$ cat src/rtl/mirfak_div_ctrl_pkg.sv
// Shared encodings and constants for the Mirfak divider controller.
// The divider command encoding, controller states and RISC-V special-case constants live here.
package mirfak_div_ctrl_pkg;

  typedef enum logic [1:0] {
    DIV_CMD_DIV  = 2'b00,
    DIV_CMD_DIVU = 2'b01,
    DIV_CMD_REM  = 2'b10,
    DIV_CMD_REMU = 2'b11
  } div_cmd_e;

  typedef enum logic [1:0] {
    ST_IDLE  = 2'b00,
    ST_BUSY  = 2'b01,
    ST_DRAIN = 2'b10,
    ST_RESP  = 2'b11
  } ctrl_state_e;

  localparam logic [31:0] INT_MIN_C  = 32'h8000_0000;
  localparam logic [31:0] ALL_ONES_C = 32'hFFFF_FFFF;

  typedef struct packed {
    logic [31:0] op1;
    logic [31:0] op2;
    logic [1:0]  cmd;
    logic [31:0] result;
  } cache_entry_t;

endpackage

$ cat src/rtl/mirfak_div_special.sv
// Combinational detector for RISC-V divide-by-zero and signed-overflow cases.
// Divide-by-zero takes priority over overflow.
module mirfak_div_special
  import mirfak_div_ctrl_pkg::*;
(
  input  logic [31:0] i_op1,
  input  logic [31:0] i_op2,
  input  logic [1:0]  i_cmd,
  output logic        o_is_special,
  output logic [31:0] o_result
);

  logic w_div_zero;
  logic w_overflow;
  logic w_is_rem;
  logic w_is_signed;

  assign w_is_rem    = i_cmd[1];
  assign w_is_signed = ~i_cmd[0];
  assign w_div_zero  = (i_op2 == '0);
  assign w_overflow  = w_is_signed && (i_op1 == INT_MIN_C) && (i_op2 == ALL_ONES_C);

  // NOTE: every output gets a default first so no path through the block infers a latch.
  always_comb begin
    o_is_special = 1'b0;
    o_result     = '0;
    if (w_div_zero) begin
      o_is_special = 1'b1;
      o_result     = w_is_rem ? i_op1 : ALL_ONES_C;
    end else if (w_overflow) begin
      o_is_special = 1'b1;
      o_result     = w_is_rem ? 32'h0 : INT_MIN_C;
    end
  end

endmodule

$ cat src/rtl/mirfak_div_ctrl.sv
// Sequencer between the execute stage and the iterative divider: one-cycle special cases
// and cache hits, enable/ack handshake to the divider, and a clean drain on pipeline kill.
module mirfak_div_ctrl
  import mirfak_div_ctrl_pkg::*;
#(
  parameter bit ENABLE_FASTPATH = 1'b1,
  parameter bit ENABLE_CACHE    = 1'b1
) (
  input  logic        clk_i,
  input  logic        rst_i,
  input  logic [31:0] req_op1,
  input  logic [31:0] req_op2,
  input  logic [1:0]  req_cmd,
  input  logic        req_enable,
  input  logic        req_kill,
  output logic [31:0] req_result,
  output logic        req_ack,
  output logic        busy_o,
  output logic [31:0] div_op1,
  output logic [31:0] div_op2,
  output logic [1:0]  div_cmd,
  output logic        div_enable,
  input  logic [31:0] div_result,
  input  logic        div_ack
);

  ctrl_state_e  r_state;
  ctrl_state_e  w_state_next;
  logic [31:0]  r_result;
  logic [31:0]  r_op1;
  logic [31:0]  r_op2;
  logic [1:0]   r_cmd;
  logic         r_cache_valid;
  cache_entry_t r_cache;

  logic        w_special;
  logic [31:0] w_special_result;
  logic        w_fast;
  logic        w_hit;
  logic        w_accept;
  logic        w_div_done;

  mirfak_div_special u_special (
    .i_op1        (req_op1),
    .i_op2        (req_op2),
    .i_cmd        (req_cmd),
    .o_is_special (w_special),
    .o_result     (w_special_result)
  );

  assign w_accept   = (r_state == ST_IDLE) && req_enable && !req_kill;
  assign w_fast     = ENABLE_FASTPATH && w_special;
  assign w_hit      = ENABLE_CACHE && r_cache_valid &&
                      (r_cache.op1 == req_op1) && (r_cache.op2 == req_op2) &&
                      (r_cache.cmd == req_cmd);
  // A kill coinciding with the divider ack discards the result entirely.
  assign w_div_done = (r_state == ST_BUSY) && div_ack && !req_kill;

  always_comb begin
    w_state_next = r_state;
    unique case (r_state)
      ST_IDLE:  if (w_accept) w_state_next = (w_fast || w_hit) ? ST_RESP : ST_BUSY;
      ST_BUSY: begin
        if (div_ack)       w_state_next = req_kill ? ST_IDLE : ST_RESP;
        else if (req_kill) w_state_next = ST_DRAIN;
      end
      ST_DRAIN: if (div_ack) w_state_next = ST_IDLE;
      ST_RESP:  w_state_next = ST_IDLE;
      default:  w_state_next = ST_IDLE;
    endcase
  end

  // NOTE: state registers use non-blocking assignments so every flop samples pre-edge values.
  always_ff @(posedge clk_i) begin
    if (rst_i) begin
      r_state       <= ST_IDLE;
      r_result      <= '0;
      r_op1         <= '0;
      r_op2         <= '0;
      r_cmd         <= '0;
      r_cache_valid <= 1'b0;
    end else begin
      r_state <= w_state_next;
      if (w_accept) begin
        r_op1 <= req_op1;
        r_op2 <= req_op2;
        r_cmd <= req_cmd;
        if (w_fast)     r_result <= w_special_result;
        else if (w_hit) r_result <= r_cache.result;
      end
      if (w_div_done) begin
        r_result      <= div_result;
        r_cache_valid <= 1'b1;
      end
    end
  end

  // NOTE: cache payload is not reset; only the valid bit guards it, so the data flops stay plain enables.
  always_ff @(posedge clk_i) begin
    if (w_div_done) begin
      r_cache <= '{op1: r_op1, op2: r_op2, cmd: r_cmd, result: div_result};
    end
  end

  assign req_ack    = (r_state == ST_RESP) && !req_kill;
  assign req_result = r_result;
  assign busy_o     = (r_state != ST_IDLE);
  assign div_op1    = r_op1;
  assign div_op2    = r_op2;
  assign div_cmd    = r_cmd;
  // Dropping enable during the ack cycle guarantees a low cycle before the next start edge.
  assign div_enable = ((r_state == ST_BUSY) || (r_state == ST_DRAIN)) && !div_ack;

endmodule
$ cat config.mk
export PLATFORM = sky130hd
export DESIGN_NAME = mirfak_div_ctrl
export DESIGN_NICKNAME = d
export VERILOG_FILES = /design/src/rtl/mirfak_div_ctrl_pkg.sv /design/src/rtl/mirfak_div_special.sv /design/src/rtl/mirfak_div_ctrl.sv
export SDC_FILE = /design/constraint.sdc
export NUM_CORES = 1
export LEC_CHECK = 0
export ABC_CLOCK_PERIOD_IN_PS = 5550
export BUFFER_PORTS_ARGS = -buffer_cell sky130_fd_sc_hd__buf_2
export CAP_MARGIN = 10
export CORE_UTILIZATION = 54
export CTS_CLUSTER_DIAMETER = 80
export DETAILED_ROUTE_END_ITERATION = 16
export PLACE_DENSITY = 0.8
export SYNTH_ARGS = -nofsm -noshare
export SYNTH_HDL_FRONTEND = slang
export SYNTH_SLANG_ARGS = --single-unit
$ cat constraint.sdc
create_clock -name clk_i -period 5.55 [get_ports clk_i]
set_clock_uncertainty 0.2 [all_clocks]
set_input_delay 0.8325 -clock clk_i [delete_from_list [all_inputs] [get_ports clk_i]]
set_output_delay 0.8325 -clock clk_i [all_outputs]
set_load 0.1 [all_outputs]
# Yosys cells after proc, flatten, opt, wreduce, memory -nomap -nowiden
# Index checks and enable logic that the tools add are counted.
[classes]
addsub = 0
n_mul = 0
n_div = 0
n_lt_le_gt_ge = 0
eq_ne = 11
n_shift = 0
muxes = 17
n_bitwise = 1
n_reduce_logical = 22
[op_table]
columns = ["operator", "n"]
rows = [
  ["$mux 32", 8],
  ["$eq 32x32->1", 2],
  ["$eq 32x32->1 const B", 2],
  ["$logic_not 32->1", 1],
  ["$mux 2", 6],
  ["$logic_and 1x1->1", 11],
  ["$pmux 2 s4", 1],
  ["$eq 2x2->1 const B", 2],
  ["$ne 2x2->1 const B", 2],
  ["$reduce_bool 2->1", 2],
  ["$ne 3x3->1 const B", 1],
  ["$reduce_and 3->1", 1],
  ["$reduce_bool 3->1", 1],
  ["$eq 2x1->1 const B", 1],
  ["$eq 2x2->1", 1],
  ["$logic_not 1->1", 2],
  ["$logic_not 2->1", 1],
  ["$logic_or 1x1->1", 2],
  ["$mux 1", 2],
  ["$reduce_and 2->1", 1],
  ["$not 1->1", 1],
]
[word_totals]
regBits = 199
latchBits = 0
mem_bits_rw = 0
romBits = 0
out_inout_bits = 101
elab_cells = 61
mem_count = 0

# Longest topological paths before layout
# Gate-level depths: netlist of the first run.
[logic_depth]
ltp_word = 9
ltp_mapped = 10
depth_no_buf = 9

# Hierarchy
# Synthesis of the first run repeated with hierarchy kept, for this count alone.
[unflattened]
hier_cells = 849
area_unflattened_um2 = 8942.3
[by_module_without_submodules]
columns = ["mod", "instances", "cells_per_inst", "area_per_inst_um2"]
rows = [
  ["mirfak_div_ctrl", 1, 739, 8275.4],
  ["mirfak_div_special", 1, 110, 666.9],
]

# Worst setup path before layout of the first run
# Ideal clock, no wire load.
[synth_path]
kind = "input -> register"
startpoint = "in req_kill"
endpoint = "reg r_result[23], in the netlist req_result[23]"
arrival_time_ns = 4.625
setup_slack_ns = 0.646
cell_stages = 6
n_path_buf = 1
cell_sequence = "nor2b_1 > nand2_1 > clkinv_1 > clkbuf_1 > o21ai_0 > o21ai_2"
[synth_between]
elab_chain_len = 4
word_cells_on_any_way = 7
classes_between = "mux: 1; reduce/logical: 6"
[synth_rtl]
columns = ["element", "line_no", "rtl"]
rows = [
  ["start, declared", "mirfak_div_ctrl.sv:15", "input logic req_kill,"],
  ["$logic_not 1->1 *", "mirfak_div_ctrl.sv:57", "assign w_div_done = (r_state == ST_BUSY) && div_ack && !req_kill;"],
  ["$logic_and 1x1->1 *", "mirfak_div_ctrl.sv:57", ""],
  ["named net w_div_done", "mirfak_div_ctrl.sv:41", "logic w_div_done;"],
  ["$reduce_bool 3->1 (no source line) or $reduce_bool 2->1 (tied branches)", "n/a", ""],
  ["$reduce_and 2->1 (no source line)", "n/a", ""],
  ["end signal, assigned", "mirfak_div_ctrl.sv:88", "if (w_fast) r_result <= w_special_result;"],
  ["end signal, assigned", "mirfak_div_ctrl.sv:89", "else if (w_hit) r_result <= r_cache.result;"],
  ["end signal, assigned", "mirfak_div_ctrl.sv:92", "r_result <= div_result;"],
  ["end, declared", "mirfak_div_ctrl.sv:29", "logic [31:0] r_result;"],
]
# The timed path passes the listed nets; every way through them passes the cells marked *.
# A chain may end at the register's enable or synchronous reset.

# Final worst setup path of the first run
[layout_path]
startpoint = "in req_op1[18]"
endpoint = "reg r_result[31], in the netlist req_result[31]"
[layout_between]
elab_chain_len = 8
word_cells_on_any_way = 16
classes_between = "eq/ne: 2; mux: 7; reduce/logical: 7"
[layout_rtl]
columns = ["element", "line_no", "rtl"]
rows = [
  ["start, declared", "mirfak_div_ctrl.sv:11", "input logic [31:0] req_op1,"],
  ["$eq 32x32->1", "mirfak_div_special.sv:21", "assign w_overflow = w_is_signed && (i_op1 == INT_MIN_C) && (i_op2 == ALL_ONES_C);"],
  ["$logic_and 1x1->1 (2 in a row)", "mirfak_div_special.sv:21", ""],
  ["$mux 32 or $mux 1 (tied branches)", "mirfak_div_special.sv:30", "end else if (w_overflow) begin"],
  ["$mux 32 or $mux 1 (tied branches)", "mirfak_div_special.sv:27", "if (w_div_zero) begin"],
  ["$mux 32", "mirfak_div_ctrl.sv:88", ""],
  ["$mux 32", "mirfak_div_ctrl.sv:84", "if (w_accept) begin"],
  ["$mux 32", "mirfak_div_ctrl.sv:91", "if (w_div_done) begin"],
]
# Several ways; a longest one is shown, not always the timed one. The select of a mux whose other input is x is not followed.

==> metrics.log, run 1 <==
[metrics] Critical Setup Path Class: primary input to flop
[metrics] number of clock sinks seen by CTS: 199
[metrics] top cell type's share of synthesized area: 33.6%
[metrics] total power: 4.24 mW
[metrics] most used flip-flop cell after synthesis: dfxtp_1
[metrics] full die area: around 17000 sq um
[metrics] most frequent cells in the layout: buf_2 (202), nand2_1 (170), dfxtp_1 (101), edfxtp_1 (98), a21oi_1 (68)
[metrics] total length of routed wires: between 20000 and 30000 microns
[metrics] clock latency reported for the late side of the worst-skew pair: between 0.4 and 0.5 ns
[metrics] clock tree from TritonCTS: built
[metrics] highest achievable clock rate: roughly 0.28 GHz
[metrics] cell breakdown of the critical path: buf_2 -> or4bb_1 -> nor4_1 -> nand4_1 -> buf_4 -> o21ai_2 -> a22oi_2 -> nand2_4 -> a221oi_1
[metrics] clock-pin slew on the worst setup and hold paths: 0.07 ns
[metrics] vias in the first global route: ~7000
[metrics] post-CTS setup buffer count: 0
[metrics] data required time of the critical path: around 5.6 ns
[metrics] share of synthesized cell area in full adder, half adder and majority cells: less than 1%
[metrics] max-cap violation count: 0
[metrics] final slew viol count: 0
[metrics] Post-Layout Cell Count: between 1000 and 1500
[metrics] normalized max-slew margin: 22.3%
[metrics] deepest clock path buffer count: 2
[metrics] ANT cells: 0
[metrics] Tmin final: about 3.6 ns
[metrics] first-pass GRT wire length: a little under 40000 microns
[metrics] Total Negative Setup Slacks: 0 ns
[metrics] post-synthesis net count: ~970
[metrics] dpl hpwl: roughly 18000 microns
[metrics] pre-CTS worst setup slack: between 1.5 and 2 ns
[metrics] Wirelength per Cell: slightly above 20 microns
[metrics] cell taking the most area after synthesis: edfxtp_1
[metrics] post-route worst hold slack: roughly 0.25 ns
[metrics] sequential cell area fraction in the yosys report: around 57%
[metrics] crit path setup slack, layout: 1.97 ns
[metrics] number of storage elements in the synthesis netlist: between 150 and 200
[metrics] standard cell with the maximum stage delay on the critical path: nor4_1
[metrics] synthesis-to-layout area growth: 18.8%
[metrics] dominant combinational cell family by area after synthesis: compound AO/OA/AOI/OAI gates
[metrics] number of synthesis warnings: 0
[metrics] Critical Path AT: 3.63 ns
[metrics] multiplexer share of the synthesized area: 0%
[metrics] RSZ-0062 raised after global routing: no
[metrics] post-route ant nets: 0
[metrics] Fin. Hold Viols: 0
[metrics] pwr dens: a little over 400 nW/um^2
[metrics] Cell Rows: 46
[metrics] Distinct cells, synth: slightly above 50
[metrics] proportion of layout cells with a drive suffix above 1: 26.2%
[metrics] leakage power summed over all cells: between 4 and 5 nW
[metrics] Post-layout nets: between 1000 and 1500
[metrics] total routing resource utilization after global routing: 31.3%
[metrics] Synth area leaders: edfxtp_1 (34%), dfxtp_1 (23%), nand2_1 (7.3%), xor2_1 (4.3%), a21oi_1 (3.9%)
[metrics] outcome: completed
[metrics] height of the die: about 130 microns
[metrics] GPL Wtd Cong: approximately 0.84
[metrics] endpoint class of the critical path: flop
[metrics] Cell Area, Synth: a little under 9000 sq um
[metrics] number of failing setup endpoints in the final timing report: 0
[metrics] number of cells in the design after placement: roughly 1200
[metrics] Remaining Overflow, GRT: 0
[metrics] xor-xnor portion of the synthesized cell area: under 10%
[metrics] CP Launch Type: primary input
[metrics] horizontal die dimension: ~130 microns
[metrics] via density per instance: 5.97
[metrics] pin count of the biggest net entering global routing: slightly above 100
[metrics] I/O Pins: 204
[metrics] core area: 15800 sq um
[metrics] biggest cell delay along the critical path: roughly 0.60 ns
[metrics] fraction of registers with async set or reset after synthesis: 0%
[metrics] Num CTS Buffers: 17
[metrics] area fraction in compound gates after synthesis: ~18%
[metrics] number of antenna violations at the first check in global routing: 0
[metrics] total number of vias: between 7000 and 8000
[metrics] commonest non-fill, non-tap cell in the layout: buf_2
[metrics] synthesized area divided by synthesized cell count: between 10 and 15 sq um
[metrics] delay-heaviest family, CP: simple AND/OR/NAND/NOR gates
[metrics] Post-CTS Hold Buffers: 0
[metrics] starting utilization of the core area: between 50% and 60%
[metrics] filler cell count: approximately 1200
[metrics] Worst-Margin Slew: about 1.2 ns
[metrics] drt pass-1 iters: 5
[metrics] Post-Synth Simple-Gate Area: between 15 and 20%
[metrics] worst vdd rail ir drop: 0.339 mV
[metrics] worst hold path class: flop to flop
[metrics] worst-path fanout max: 33
[metrics] CTS root buffer: clkbuf_16
[metrics] final cycle utilization of the critical path: around 64%
[metrics] drt initial violations: 959
[metrics] count of input and output buffers: 203
[metrics] number of flops mapped to enable cells by yosys: 98
[metrics] WP buf/inv: 2
[metrics] post-synthesis cell count: about 870
[metrics] # DRC: 0
[metrics] H-tree level count: 4
[metrics] post-cts gate resize count: 0
cells in the mapped netlist (14+ instances only):
master and number:
a21oi_1 68, a311oi_1 31, clkbuf_1 48, dfxtp_1 101, edfxtp_1 98, inv_1 14
nand2_1 171, nand2b_1 15, nor2_1 40, nor4_1 24, o211ai_1 31, o21ai_0 61
o21ai_2 25, xor2_1 43
power by group:
group	switching, mW	internal, mW
clock network	0.552	0.692
logic	0.989	0.218
registers	0.0831	1.71
total	1.62	2.62
registers in the layout, indices dropped and copies added (netlist names):
register       count
r_cache           98
div_op1           32
div_op2           32
req_result        32
div_cmd            2
r_state            2
r_cache_valid      1
final cells by class:
class | instances | area, sq um | share of cell area [%]
Inverter | 15 | 58.8 | 0.566
Tap cell | 216 | 270 | 2.60
Multi-Input combinational cell | 591 | 3440 | 33.1
Clock inverter | 10 | 119 | 1.14
Timing Repair Buffer | 211 | 1080 | 10.4
Sequential cell | 199 | 4960 | 47.8
Clock buffer | 22 | 464 | 4.47
metrics by stage:
step           instance area [sq um]  util, %
6_report                       10400     65.7
5_1_grt                        10400     65.7
4_1_cts                        10400     65.7
3_5_place_dp                    9810     62.0
3_3_place_gp                    9810     62.0
2_1_floorplan                   8750        -
per-layer routing:
layer / up-vias / part of all wire, % / track usage (%)
met3: 72 / 9.5 / 8.05
li1: 3464 / - / -
met4: 0 / 4.0 / 15.0
met1: 3592 / 41 / 41.7
met2: 416 / 46 / 47.8
met5: - / 0 / 0
worst paths after layout:
| path | depth (start not counted) | endpoint | from | slack, ns |
|---|---|---|---|---|
| min | 0 | r_cache[93] | div_op1[27] | 0.25 |
| max reg2reg | 9 | req_result[15] | r_state[1] | 2.48 |
| max | 9 | req_result[31] | req_op1[18] | 1.97 |
| min reg2reg | 0 | r_cache[93] | div_op1[27] | 0.25 |
cells by family after synthesis:
family,after synthesis
flops,199
simple gates,295
compound gates,244
xor+xnor,47
fa+ha+maj,5
buf+inv,75
Note: power is estimated with default switching activity, not from simulation.
==> inputs of run 2 (changes only) <==
--- a/config.mk
+++ b/config.mk
@@ -5,7 +5,7 @@
 export SDC_FILE = /design/constraint.sdc
 export NUM_CORES = 1
 export LEC_CHECK = 0
-export ABC_CLOCK_PERIOD_IN_PS = 5550
+export ABC_CLOCK_PERIOD_IN_PS = 3570
 export BUFFER_PORTS_ARGS = -buffer_cell sky130_fd_sc_hd__buf_2
 export CAP_MARGIN = 10
 export CORE_UTILIZATION = 54
==> constraint.sdc (replaced) <==
create_clock -name clk_i -period 3.57 [get_ports clk_i]
set_clock_uncertainty 0.2 [all_clocks]
set_input_delay 0.5355 -clock clk_i [delete_from_list [all_inputs] [get_ports clk_i]]
set_output_delay 0.5355 -clock clk_i [all_outputs]
set_load 0.1 [all_outputs]
==> run 2 against run 1 <==
Effect of this change:
- worst setup slack got worse by 1.2 ns
- sequential power rose by 56%
- die area did not move
- wire length rose by 0.37%
- sequential share of layout area fell by 0.25 points
- total power rose by 54%
- first-iteration DRC count fell by 11%
- critical path depth did not move
- core utilization rose by 0.34 points
- clock power rose by 50%
- critical endpoint is now req_result[0]
==> metrics.log, run 2 (same netlist as run 1, synthesis figures left out) <==
[metrics] ANT cells: 0
[metrics] RSZ-0062 raised after global routing: no
[metrics] Critical Setup Path Class: primary input to flop
[metrics] number of antenna violations at the first check in global routing: 0
[metrics] destination of the worst register-to-register timing path: req_result[0]
[metrics] worst-path fanout max: 31
[metrics] Hold Path Sink: r_cache[7]
[metrics] most frequent cells in the layout: buf_2 (202), nand2_1 (170), dfxtp_1 (101), edfxtp_1 (98), a21oi_1 (68)
[metrics] count of input and output buffers: slightly above 200
[metrics] clock latency reported for the late side of the worst-skew pair: ~0.44 ns
[metrics] leakage power summed over all cells: between 4 and 5 nW
[metrics] data required time of the critical path: roughly 3.7 ns
[metrics] vias in the first global route: 6937
[metrics] core area: 15800 sq um
[metrics] deepest clock path buffer count: 2
[metrics] crit path setup slack, layout: ~0.80 ns
[metrics] number of clock sinks seen by CTS: approximately 200
[metrics] total routing resource utilization after global routing: 31.6%
[metrics] height of the die: around 130 microns
[metrics] total number of vias: 7573
[metrics] worst-case register-to-register setup slack: 0.81 ns
[metrics] via density per instance: 5.96
[metrics] CTS root buffer: clkbuf_16
[metrics] highest achievable clock rate: around 0.36 GHz
[metrics] pin count of the biggest net entering global routing: 67
[metrics] cell depth of the worst hold path: 1
[metrics] # DRC: 0
[metrics] number of cells in the design after placement: roughly 1200
[metrics] post-cts gate resize count: 0
[metrics] drt initial violations: 850
[metrics] Top reg by flops: r_cache
[metrics] clock tree from TritonCTS: built
[metrics] Fin. Hold Viols: 0
[metrics] full die area: about 17000 sq um
[metrics] Post-Layout Cell Count: roughly 1300
[metrics] Critical Path AT: a little under 3 ns
[metrics] Total Negative Setup Slacks: 0 ns
[metrics] fraction of met2 tracks used by global routing: about half
[metrics] fraction of met3 tracks used by global routing: under 10%
[metrics] worst hold path class: primary input to flop
[metrics] worst vdd rail ir drop: approximately 0.4 mV
[metrics] pre-CTS worst setup slack: between 0.3 and 0.4 ns
[metrics] Post-CTS Hold Buffers: 0
[metrics] post-CTS setup buffer count: 0
[metrics] number of flip-flops in the largest register: 98
[metrics] worst-case reg-to-reg path depth: 8
[metrics] commonest non-fill, non-tap cell in the layout: buf_2
[metrics] final instance area: about 10000 sq um
[metrics] final slew viol count: 0
[metrics] fraction of the core area covered by cells at the end of the flow: about 66%
[metrics] first-pass GRT wire length: around 39000 microns
[metrics] I/O Pins: between 200 and 250
[metrics] drt pass-1 iters: 5
[metrics] CP Launch Type: primary input
[metrics] dpl hpwl: between 15000 and 20000 microns
[metrics] Num CTS Buffers: 17
[metrics] r2r startpoint: r_cache[95]
[metrics] post-route worst hold slack: roughly 0.080 ns
[metrics] max-cap violation count: 0
[metrics] met1 demand-to-capacity share in global routing: about 42%
[metrics] Worst-Margin Slew: around 0.95 ns
[metrics] synthesis-to-layout area growth: 19.4%
[metrics] endpoint class of the critical path: flop
[metrics] final cycle utilization of the critical path: a little under 80%
[metrics] start point of the worst hold path: div_result[7]
[metrics] outcome: completed
[metrics] post-route ant nets: 0
[metrics] most heavily used metal layer in global routing: met2
[metrics] starting utilization of the core area: around 55%
[metrics] cell area reported after detailed placement: about 10000 sq um
[metrics] pwr dens: 626 nW/um^2
[metrics] H-tree level count: 4
[metrics] total length of routed wires: between 20000 and 30000 microns
[metrics] GPL Wtd Cong: about 0.87
[metrics] number of failing setup endpoints in the final timing report: 0
[metrics] Post-layout nets: between 1000 and 1500
[metrics] proportion of layout cells with a drive suffix above 1: 26.7%
[metrics] Wirelength per Cell: between 20 and 25 microns
[metrics] horizontal die dimension: 129 microns
[metrics] total power: 6.54 mW
[metrics] normalized max-slew margin: 36.8%
[metrics] clock-pin slew on the worst setup and hold paths: 0.07 ns
[metrics] Tmin final: approximately 2.8 ns
[metrics] Remaining Overflow, GRT: 0
[metrics] Cell Rows: 46
run 2: where the power goes:
| group | total (mW) | switching, mW | internal, mW |
|---|---|---|---|
| Sequential | 2.79 | 0.132 | 2.66 |
| Clock | 1.86 | 0.829 | 1.03 |
| Combinational | 1.90 | 1.54 | 0.355 |
run 2: worst max path at each step:
stage,start,to,slack (ns),cells past startpoint
5_1_grt,req_op1[12],req_result[0],0.60,9
4_1_cts,r_cache[95],req_result[0],0.80,8
3_5_place_dp,req_op1[12],req_result[0],0.38,9
6_report,req_op1[18],req_result[0],0.80,9
3_3_place_gp,req_op1[12],req_result[0],0.44,9
2_1_floorplan,r_state[1],req_result[23],0.61,8
run 2: worst max-delay path, stage by stage:
cell	delay, ns
buf_2	0.14
or4bb_1	0.50
nor4_1	0.36
nand4_1	0.36
o21ai_2	0.34
a22oi_2	0.16
nand2_4	0.12
buf_12	0.23
o21ai_0	0.12
run 2: cell type report:
| class | count | area, sq um |
|---|---|---|
| tap | 216 | 270 |
| clock buffer | 23 | 488 |
| fill | 1294 | 5380 |
| timing repair buffer | 218 | 1160 |
| inverter | 15 | 58.8 |
| clock inverter | 8 | 71.3 |
| sequential | 199 | 4960 |
| multi-input combinational | 591 | 3440 |
run 2: metal layers:
metal	part of all wire, %	vias to the layer above
met5	0	-
met4	3.3	0
met3	8.9	62
met2	47	420
met1	41	3621
li1	-	3470
